--- src/rtl/reset_sequencer_pkg.sv ---
// Shared types and defaults for the SoC reset sequencer: state encoding,
// default timing constants and the per-state reset-net levels.
package reset_sequencer_pkg;

   typedef enum logic [2:0] {
      ST_WAIT_LOCK = 3'd0,
      ST_DDR_RST   = 3'd1,
      ST_DDR_CALIB = 3'd2,
      ST_RUN       = 3'd3,
      ST_SOFT_RST  = 3'd4,
      ST_ERR       = 3'd5
   } seq_state_t;

   localparam int unsigned LOCK_FILTER_CYCLES_DEF = 16;
   localparam int unsigned RST_HOLD_CYCLES_DEF    = 32;
   localparam int unsigned DDR_TIMEOUT_CYCLES_DEF = 1048576;
   localparam logic [7:0]  SOFT_RST_CNT_MAX       = 8'd255;

   function automatic int unsigned maxOf3(input int unsigned a,
                                          input int unsigned b,
                                          input int unsigned c);
      int unsigned m;
      m = (a > b) ? a : b;
      return (m > c) ? m : c;
   endfunction

   // Reset-net levels {sys, dbg, ddr} held while in each state (1 = released).
   function automatic logic [2:0] nrstLevels(input seq_state_t s);
      case (s)
         ST_WAIT_LOCK: return 3'b000;
         ST_DDR_RST:   return 3'b010;
         ST_DDR_CALIB: return 3'b011;
         ST_RUN:       return 3'b111;
         ST_SOFT_RST:  return 3'b011;
         ST_ERR:       return 3'b010;
         default:      return 3'b000;
      endcase
   endfunction

endpackage

--- src/rtl/cdc_sync2.sv ---
// Two-flop synchronizer for a single asynchronous level, cleared to 0 by the
// asynchronous active-low reset.
module cdc_sync2
   import reset_sequencer_pkg::*;
(
   input  logic i_clk,
   input  logic i_nrst,
   input  logic i_d,
   output logic o_q
);

   logic r_meta;
   logic r_sync;

   always_ff @(posedge i_clk or negedge i_nrst) begin
      if (!i_nrst) begin
         r_meta <= 1'b0;
         r_sync <= 1'b0;
      end else begin
         r_meta <= i_d;
         r_sync <= r_meta;
      end
   end

   assign o_q = r_sync;

endmodule

--- src/rtl/reset_sequencer.sv ---
// Power-up and run-time reset sequencer: filtered PLL lock, DDR reset pulse,
// calibration wait with timeout, then system release; services soft resets.
module reset_sequencer
   import reset_sequencer_pkg::*;
#(
   parameter int unsigned LOCK_FILTER_CYCLES = LOCK_FILTER_CYCLES_DEF,
   parameter int unsigned RST_HOLD_CYCLES    = RST_HOLD_CYCLES_DEF,
   parameter int unsigned DDR_TIMEOUT_CYCLES = DDR_TIMEOUT_CYCLES_DEF
)(
   input  logic       i_clk,
   input  logic       i_nrst,
   input  logic       i_sys_locked,
   input  logic       i_ddr_calib_done,
   input  logic       i_dmireset,
   input  logic       i_sw_reset,
   output logic       o_sys_nrst,
   output logic       o_dbg_nrst,
   output logic       o_ddr_nrst,
   output logic       o_ddr_timeout,
   output logic [2:0] o_state,
   output logic [7:0] o_soft_rst_cnt
);

   localparam int unsigned CNT_W =
      $clog2(maxOf3(LOCK_FILTER_CYCLES, RST_HOLD_CYCLES, DDR_TIMEOUT_CYCLES));
   localparam logic [CNT_W-1:0] LOCK_LAST    = CNT_W'(LOCK_FILTER_CYCLES - 1);
   localparam logic [CNT_W-1:0] HOLD_LAST    = CNT_W'(RST_HOLD_CYCLES - 1);
   localparam logic [CNT_W-1:0] TIMEOUT_LAST = CNT_W'(DDR_TIMEOUT_CYCLES - 1);

   logic             w_sLock;
   logic             w_sCalib;
   seq_state_t       r_state;
   logic [2:0]       r_nrstLevels;
   logic [CNT_W-1:0] r_cnt;
   logic             r_ddrTimeout;
   logic [7:0]       r_softRstCnt;

   cdc_sync2 u_syncLock (
      .i_clk  (i_clk),
      .i_nrst (i_nrst),
      .i_d    (i_sys_locked),
      .o_q    (w_sLock)
   );

   cdc_sync2 u_syncCalib (
      .i_clk  (i_clk),
      .i_nrst (i_nrst),
      .i_d    (i_ddr_calib_done),
      .o_q    (w_sCalib)
   );

   // Reset-net levels are registered alongside the state so they switch on the same edge.
   always_ff @(posedge i_clk or negedge i_nrst) begin
      if (!i_nrst) begin
         r_state      <= ST_WAIT_LOCK;
         r_nrstLevels <= 3'b000;
         r_cnt        <= '0;
         r_ddrTimeout <= 1'b0;
         r_softRstCnt <= '0;
      end else if (!w_sLock && (r_state != ST_WAIT_LOCK)) begin
         r_state      <= ST_WAIT_LOCK;
         r_nrstLevels <= nrstLevels(ST_WAIT_LOCK);
         r_cnt        <= '0;
      end else begin
         case (r_state)
            ST_WAIT_LOCK: begin
               if (!w_sLock) begin
                  r_cnt <= '0;
               end else if (r_cnt == LOCK_LAST) begin
                  r_state      <= ST_DDR_RST;
                  r_nrstLevels <= nrstLevels(ST_DDR_RST);
                  r_cnt        <= '0;
               end else begin
                  r_cnt <= r_cnt + 1'b1;
               end
            end
            ST_DDR_RST: begin
               if (r_cnt == HOLD_LAST) begin
                  r_state      <= ST_DDR_CALIB;
                  r_nrstLevels <= nrstLevels(ST_DDR_CALIB);
                  r_cnt        <= '0;
               end else begin
                  r_cnt <= r_cnt + 1'b1;
               end
            end
            ST_DDR_CALIB: begin
               if (w_sCalib) begin
                  r_state      <= ST_RUN;
                  r_nrstLevels <= nrstLevels(ST_RUN);
                  r_cnt        <= '0;
               end else if (r_cnt == TIMEOUT_LAST) begin
                  r_state      <= ST_ERR;
                  r_nrstLevels <= nrstLevels(ST_ERR);
                  r_cnt        <= '0;
                  r_ddrTimeout <= 1'b1;
               end else begin
                  r_cnt <= r_cnt + 1'b1;
               end
            end
            // Calibration loss outranks a soft-reset request: DDR must be re-trained first.
            ST_RUN: begin
               if (!w_sCalib) begin
                  r_state      <= ST_DDR_RST;
                  r_nrstLevels <= nrstLevels(ST_DDR_RST);
                  r_cnt        <= '0;
               end else if (i_dmireset || i_sw_reset) begin
                  r_state      <= ST_SOFT_RST;
                  r_nrstLevels <= nrstLevels(ST_SOFT_RST);
                  r_cnt        <= '0;
                  if (r_softRstCnt != SOFT_RST_CNT_MAX) begin
                     r_softRstCnt <= r_softRstCnt + 1'b1;
                  end
               end
            end
            ST_SOFT_RST: begin
               if (r_cnt == HOLD_LAST) begin
                  if (!i_dmireset) begin
                     r_state      <= ST_RUN;
                     r_nrstLevels <= nrstLevels(ST_RUN);
                     r_cnt        <= '0;
                  end
               end else begin
                  r_cnt <= r_cnt + 1'b1;
               end
            end
            ST_ERR: begin
               if (i_sw_reset) begin
                  r_state      <= ST_DDR_RST;
                  r_nrstLevels <= nrstLevels(ST_DDR_RST);
                  r_cnt        <= '0;
                  r_ddrTimeout <= 1'b0;
               end
            end
            default: begin
               r_state      <= ST_WAIT_LOCK;
               r_nrstLevels <= nrstLevels(ST_WAIT_LOCK);
               r_cnt        <= '0;
            end
         endcase
      end
   end

   assign o_sys_nrst     = r_nrstLevels[2];
   assign o_dbg_nrst     = r_nrstLevels[1];
   assign o_ddr_nrst     = r_nrstLevels[0];
   assign o_ddr_timeout  = r_ddrTimeout;
   assign o_state        = r_state;
   assign o_soft_rst_cnt = r_softRstCnt;

endmodule

--- config.mk ---
export PLATFORM = sky130hd
export DESIGN_NAME = reset_sequencer
export DESIGN_NICKNAME = d
export VERILOG_FILES = /design/src/rtl/reset_sequencer_pkg.sv /design/src/rtl/cdc_sync2.sv /design/src/rtl/reset_sequencer.sv
export SDC_FILE = /design/constraint.sdc
export NUM_CORES = 1
export LEC_CHECK = 0
export BUFFER_PORTS_ARGS = -buffer_cell sky130_fd_sc_hd__buf_2
export CELL_PAD_IN_SITES_DETAIL_PLACEMENT = 1
export CELL_PAD_IN_SITES_GLOBAL_PLACEMENT = 2
export CORE_ASPECT_RATIO = 1.5
export CORE_MARGIN = 2
export CORE_UTILIZATION = 37
export CTS_CLUSTER_SIZE = 25
export DETAILED_ROUTE_END_ITERATION = 16
export PLACE_DENSITY_LB_ADDON = 0.1
export SLEW_MARGIN = 15
export SYNTH_ARGS = -nofsm -noshare
export SYNTH_HDL_FRONTEND = slang
export SYNTH_HIERARCHICAL = 1
export SYNTH_SLANG_ARGS = --single-unit
--- constraint.sdc ---
create_clock -name i_clk -period 2.6 [get_ports i_clk]
set_clock_uncertainty 0.15 [all_clocks]
set_input_delay 0.78 -clock i_clk [delete_from_list [all_inputs] [get_ports i_clk]]
set_output_delay 0.78 -clock i_clk [all_outputs]
set_load 0.03 [all_outputs]
---- Word level (Yosys, flattened, before mapping) ----
Cells that the tools add are included.
word-level totals
  word-level logic and storage cells ...... 83
  input bits .............................. 6
  flip-flop bits (word level) ............. 39
operators by class
  bitwise gates (word level) .............. 1
  reductions and logical operators ........ 10
  $add $sub $neg .......................... 2
  equality and inequality tests ........... 21
  multiplexer cells ....................... 40
operators by type and width
  operator                                                           count
  20-bit two-way mux                                                 11
  20-bit case mux with 6 select lines                                1
  3-bit two-way mux                                                  22
  3-bit case mux with 6 select lines                                 2
  20-bit by 1-bit adder with 20-bit output (second input constant)   1
  20-bit == test (second input constant)                             1
  20-bit by 4-bit == test with 1-bit output (second input constant)  1
  20-bit by 5-bit == test with 1-bit output (second input constant)  1
  3-bit != test (second input constant)                              5
  5-bit AND reduction                                                2
  8-bit by 1-bit adder with 8-bit output (second input constant)     1
  4-bit != test (second input constant)                              2
  8-bit != test (second input constant)                              1
  8-bit AND reduction                                                1
  3-bit by 2-bit == test with 1-bit output (second input constant)   2
  3-bit == test (second input constant)                              2
  2-bit != test (second input constant)                              3
  4-bit by 3-bit != test with 1-bit output (second input constant)   1
  3-bit by 1-bit == test with 1-bit output (second input constant)   1
  3-bit zero test                                                    1
  1-bit two-way mux                                                  3
  3-bit by 2-bit != test with 1-bit output (second input constant)   1
  3-bit AND reduction                                                1
  3-bit nonzero test                                                 1
  other kinds (6)                                                    6

---- Logic depth before layout (Yosys ltp) ----
  depth after elaboration ................. 5
  gate-level depth with buffers ........... 7

---- By module ----
The synthesis kept the hierarchy.
by module, submodules not included
  module           area each (um^2)  cells an instance  times used  seq. area each (um^2)
  reset_sequencer  2140.8            233                1           875.8
  cdc_sync2        50.0              2                  2           50.0

---- Worst setup path after synthesis ----
Ideal clock, no wire load.
  kind .................................... register -> register
  start point ............................. reg r_cnt[0]
  end point ............................... reg r_nrstLevels[2]
  path buffers ............................ 0
  arrival ................................. 2.016 ns
  path slack .............................. 0.309 ns
  cell stages (with the launch flop) ...... 8
  library setup time ...................... 0.125 ns
  cell sequence ........................... dfrtp_1 -> ha_1 -> nand4_4 -> nor4_4 -> a31oi_1 -> or2_4 -> a21o_1 -> mux2_4
on the way
  word-level cells in the longest chain between the ends .. 3
  elaborated cells between the ends (all ways) .. 8
ends and longest elaborated chain
  element                                                                              line                    RTL
  start: declaration                                                                   reset_sequencer.sv:34   logic [CNT_W-1:0] r_cnt;
  start signal: assignment                                                             reset_sequencer.sv:74   r_cnt <= r_cnt + 1'b1;
  start signal: assignment                                                             reset_sequencer.sv:83   r_cnt <= r_cnt + 1'b1;
  start signal: assignment                                                             reset_sequencer.sv:97   r_cnt <= r_cnt + 1'b1;
  20-bit == test, or another cell as far along                                         reset_sequencer.sv:91   end else if (r_cnt == TIMEOUT_LAST) begin
  4-bit by 3-bit != test with 1-bit output (no line) or 3-bit != test (tied branches)  n/a
  8-bit AND reduction (no line) *                                                      n/a
  end signal: assignment                                                               reset_sequencer.sv:89   r_nrstLevels <= nrstLevels(ST_RUN);
  end signal: assignment                                                               reset_sequencer.sv:93   r_nrstLevels <= nrstLevels(ST_ERR);
  end signal: assignment                                                               reset_sequencer.sv:104  r_nrstLevels <= nrstLevels(ST_DDR_RST);
  end: declaration                                                                     reset_sequencer.sv:33   logic [2:0] r_nrstLevels;
Mark *: on every way between the ends. The rest lies on a longest branch, timed or not.
A chain may end at the register's enable or synchronous reset.

---- Worst setup path after layout ----
Ends and elaborated chain as after synthesis.

==> metrics.md <==
| Metric | Value |
|---|---|
| Outcome | completed |
| Top_reg_cell synth | dfrtp_1 |
| Hold_sp | u_syncCalib/r_meta$_DFF_PN0_ |
| Clock root buffer | clkbuf_8 |
| Worst vdd rail ir drop | 0.295 mV |
| Clock Tree Buf Depth | 2 |
| R2r setup slk | approximately 120 ps |
| # clock sinks | 39 |
| Slew Viols, Final | 0 |
| Antenna Nets Post-Route | 0 |
| Gpl congestion | slightly above 0.8 |
| GRT Util Overall | 0.207 |
| Worst min path class | register to register |
| Number of global-route vias before repair | 2,035 |
| Flops & latches, synth | 39 |
| Final Power | 2120 uW |
| Post-Syn Area | roughly 0.0022 mm2 |
| Vias/cell | between 5 and 6 |
| Ant. Diodes | 0 |
| Placed wire-length estimate | about 4500 um |
| Maxcap violations | 0 |
| Fin crit period | approximately 2500 ps |
| Via count | between 1,500 and 2,000 |
| First-pass DRT Iterations | 4 |
| PD cells | between 700 and 800 mW/mm2 |
| Worst EP arrival | about 2500 ps |
| Worst slew pin tran | around 520 ps |
| Relative slew slack | 0.654 |
| Hold EP | u_syncCalib/o_q$_DFF_PN0_ |
| Async SR Flop Fraction | 1.00 |
| GRT overflow | 0 |
| H-tree Lvls | 2 |
| Clk_lat worst skew | 300 ps |
| Req. time, crit path | ~2600 ps |
| NumNets Final | around 280 |
| Reg2Reg Depth | 7 |
| Setup crit end kind | register |
| Worst r2r src | r_cnt[0]$_DFFE_PN0P_ |
| Initial antenna violation count | 0 |
| CP Class | register to register |
| Final hold slack | between 200 and 250 ps |
| Largest net degree at the start of global routing | 40 |
| Number of remaining DRC errors | 0 |
| Syn-to-layout area delta | 19.1% |
| DIE WIDTH | a little under 70 um |
| Num CTS Buffers | 5 |
| Die area | ~0.0067 mm2 |
| Ys Warns | 6 |
| Period utilization | 0.955 |
| Final Hold Vio Count | 0 |
| PortBufs | 20 |
| Detailed Route Iter0 Violations | 76 |
| Initial Util | 0.384 |
| Reg2reg end | r_nrstLevels[2]$_DFFE_PN0P_ |
| Leak | ~0.0012 uW |
| Post-synth EDFFs | 0 |
| Most frequent cells in the layout | dfrtp_1 (39), nand2_1 (32), o21ai_0 (20), buf_2 (20), buf_4 (20) |
| Drt total wl | roughly 6000 um |
| WHS Path Cells | 0 |
| Yosys cell types | 55 |
| Commonest non-fill, non-tap cell in the layout | dfrtp_1 |
| Syn_nets | roughly 250 |
| Setup TNS Final | 0 ps |
| GR peak layer | met2 |
| Met3 Track Usage GR | 0.0305 |
| Met1 Track Usage GR | 0.246 |
| Met2 Use GR | 0.361 |
| Syn Area/Cell | 9.46 um2 |
| CTS tree | yes |
| Top Ports | 21 |
| Seq/Total Area, Yosys | 0.436 |
| Routed WL per cell | 17.3 um |
| Die H | between 90 and 100 um |
| Share of layout cells above drive strength 1 | 0.229 |
| Row count | 34 |
| Final setup fails | 0 |
| Clock slew at reported path FFs | roughly 80 ps |
| Post-Syn Instances | about 240 |
| RSZ-0062 raised after global routing | false |
| Setup bufs post-CTS | 0 |
| First-pass GRT wire length | 10,300 um |
| Core area | 0.00583 mm2 |
| Crit path max fanout | 5 |
| Worst setup SP type | register |
| Max frequency | 403 MHz |
[final cells by class]
| class | instances | area [um2] |
|---|---|---|
| inverters | 7 | 26.3 |
| multi-input cells | 181 | 1190 |
| fillers | 702 | 3160 |
| clock inverters | 3 | 67.6 |
| well taps | 72 | 90.1 |
| clock buffers | 5 | 68.8 |
| flip-flops and latches | 39 | 976 |
| repair buffers | 40 | 250 |
[synthesized netlist by cell type, types with 2 or more instances]
cell	instances	area, um2
dfrtp_1	39	976
nand2_1	32	120
o21ai_0	20	100
nor2_1	15	56.3
xor2_1	15	131
nand3_1	10	50.1
nand4_1	10	62.6
xnor2_1	10	87.6
nor3_1	8	40.0
a21oi_1	6	30.0
inv_1	6	22.5
and3_1	3	18.8
buf_2	3	15.0
clkbuf_1	3	11.3
nand2b_1	3	18.8
nor4_1	3	18.8
a21o_1	2	15.0
a21oi_2	2	17.5
a31oi_1	2	12.5
a32o_1	2	20.0
and4_1	2	17.5
clkbuf_2	2	10.0
ha_1	2	25.0
maj3_1	2	20.0
nor3b_1	2	15.0
o22ai_1	2	12.5
o2bb2ai_1	2	17.5
or3_1	2	12.5
[critical path, cell delays in order, from the launching register on]
cell	delay, ps
dfrtp_1	410
ha_1	270
nand4_4	180
nor4_4	420
a31oi_1	150
or2_4	270
a21o_1	210
mux2_4	290
[cell families after synthesis]
group,share of synthesized area
and+or+nand+nor,0.235
AOI/OAI and AO/OA,0.160
DFF,0.436
xor gates and xnor gates,0.0977
buffers and inverters,0.0363
adders and majority gates,0.0201
muxes,0.0162
[metrics by stage]
stage                util  setup WS (ps)  area [um2]  cells
floorplan               -            309        2240    237
finish              0.458            117        2670    347
CTS                 0.457            106        2660    347
global placement    0.433            174        2530    339
detailed placement  0.433            119        2530    339
global route        0.458           16.5        2670    347
[repair_timing]
item,4_1_cts,5_1_grt
hold buffers,0,0
endpoints found under the setup margin,0,9
gates resized for setup,0,1
[worst max-delay path by stage]
stage	start	to	slack (ps)	cells past startpoint
2_1_floorplan	r_cnt[0]$_DFFE_PN0P_	r_nrstLevels[2]$_DFFE_PN0P_	310	7
3_3_place_gp	r_cnt[0]$_DFFE_PN0P_	r_nrstLevels[2]$_DFFE_PN0P_	170	7
3_5_place_dp	r_cnt[0]$_DFFE_PN0P_	r_nrstLevels[2]$_DFFE_PN0P_	120	7
4_1_cts	r_cnt[0]$_DFFE_PN0P_	r_nrstLevels[2]$_DFFE_PN0P_	110	7
5_1_grt	r_cnt[0]$_DFFE_PN0P_	r_nrstLevels[2]$_DFFE_PN0P_	20	7
6_report	r_cnt[0]$_DFFE_PN0P_	r_nrstLevels[2]$_DFFE_PN0P_	120	7
[sequential cells by signal (all words and copies together) (netlist names)]
register and flops:
o_soft_rst_cnt 8, u_syncLock/o_q 1, u_syncCalib/r_meta 1, o_state 3
u_syncLock/r_meta 1, r_cnt 20, o_ddr_timeout 1, u_syncCalib/o_q 1
r_nrstLevels 3
[power by group]
part | total, uW | leakage, uW | internal, uW | switching [uW]
clock | 615 | 0.0000644 | 383 | 232
sequential | 757 | 0.000523 | 670 | 87.4
combinational | 746 | 0.000583 | 293 | 453
total | 2120 | 0.00117 | 1350 | 772
[layer usage]
| layer | wire, um | share of wire |
|---|---|---|
| met4 | 131 | 0.022 |
| met3 | 146 | 0.024 |
| met5 | 0 | 0 |
| met1 | 2440 | 0.41 |
| met2 | 3270 | 0.55 |
(Power assumes the default switching activity.)
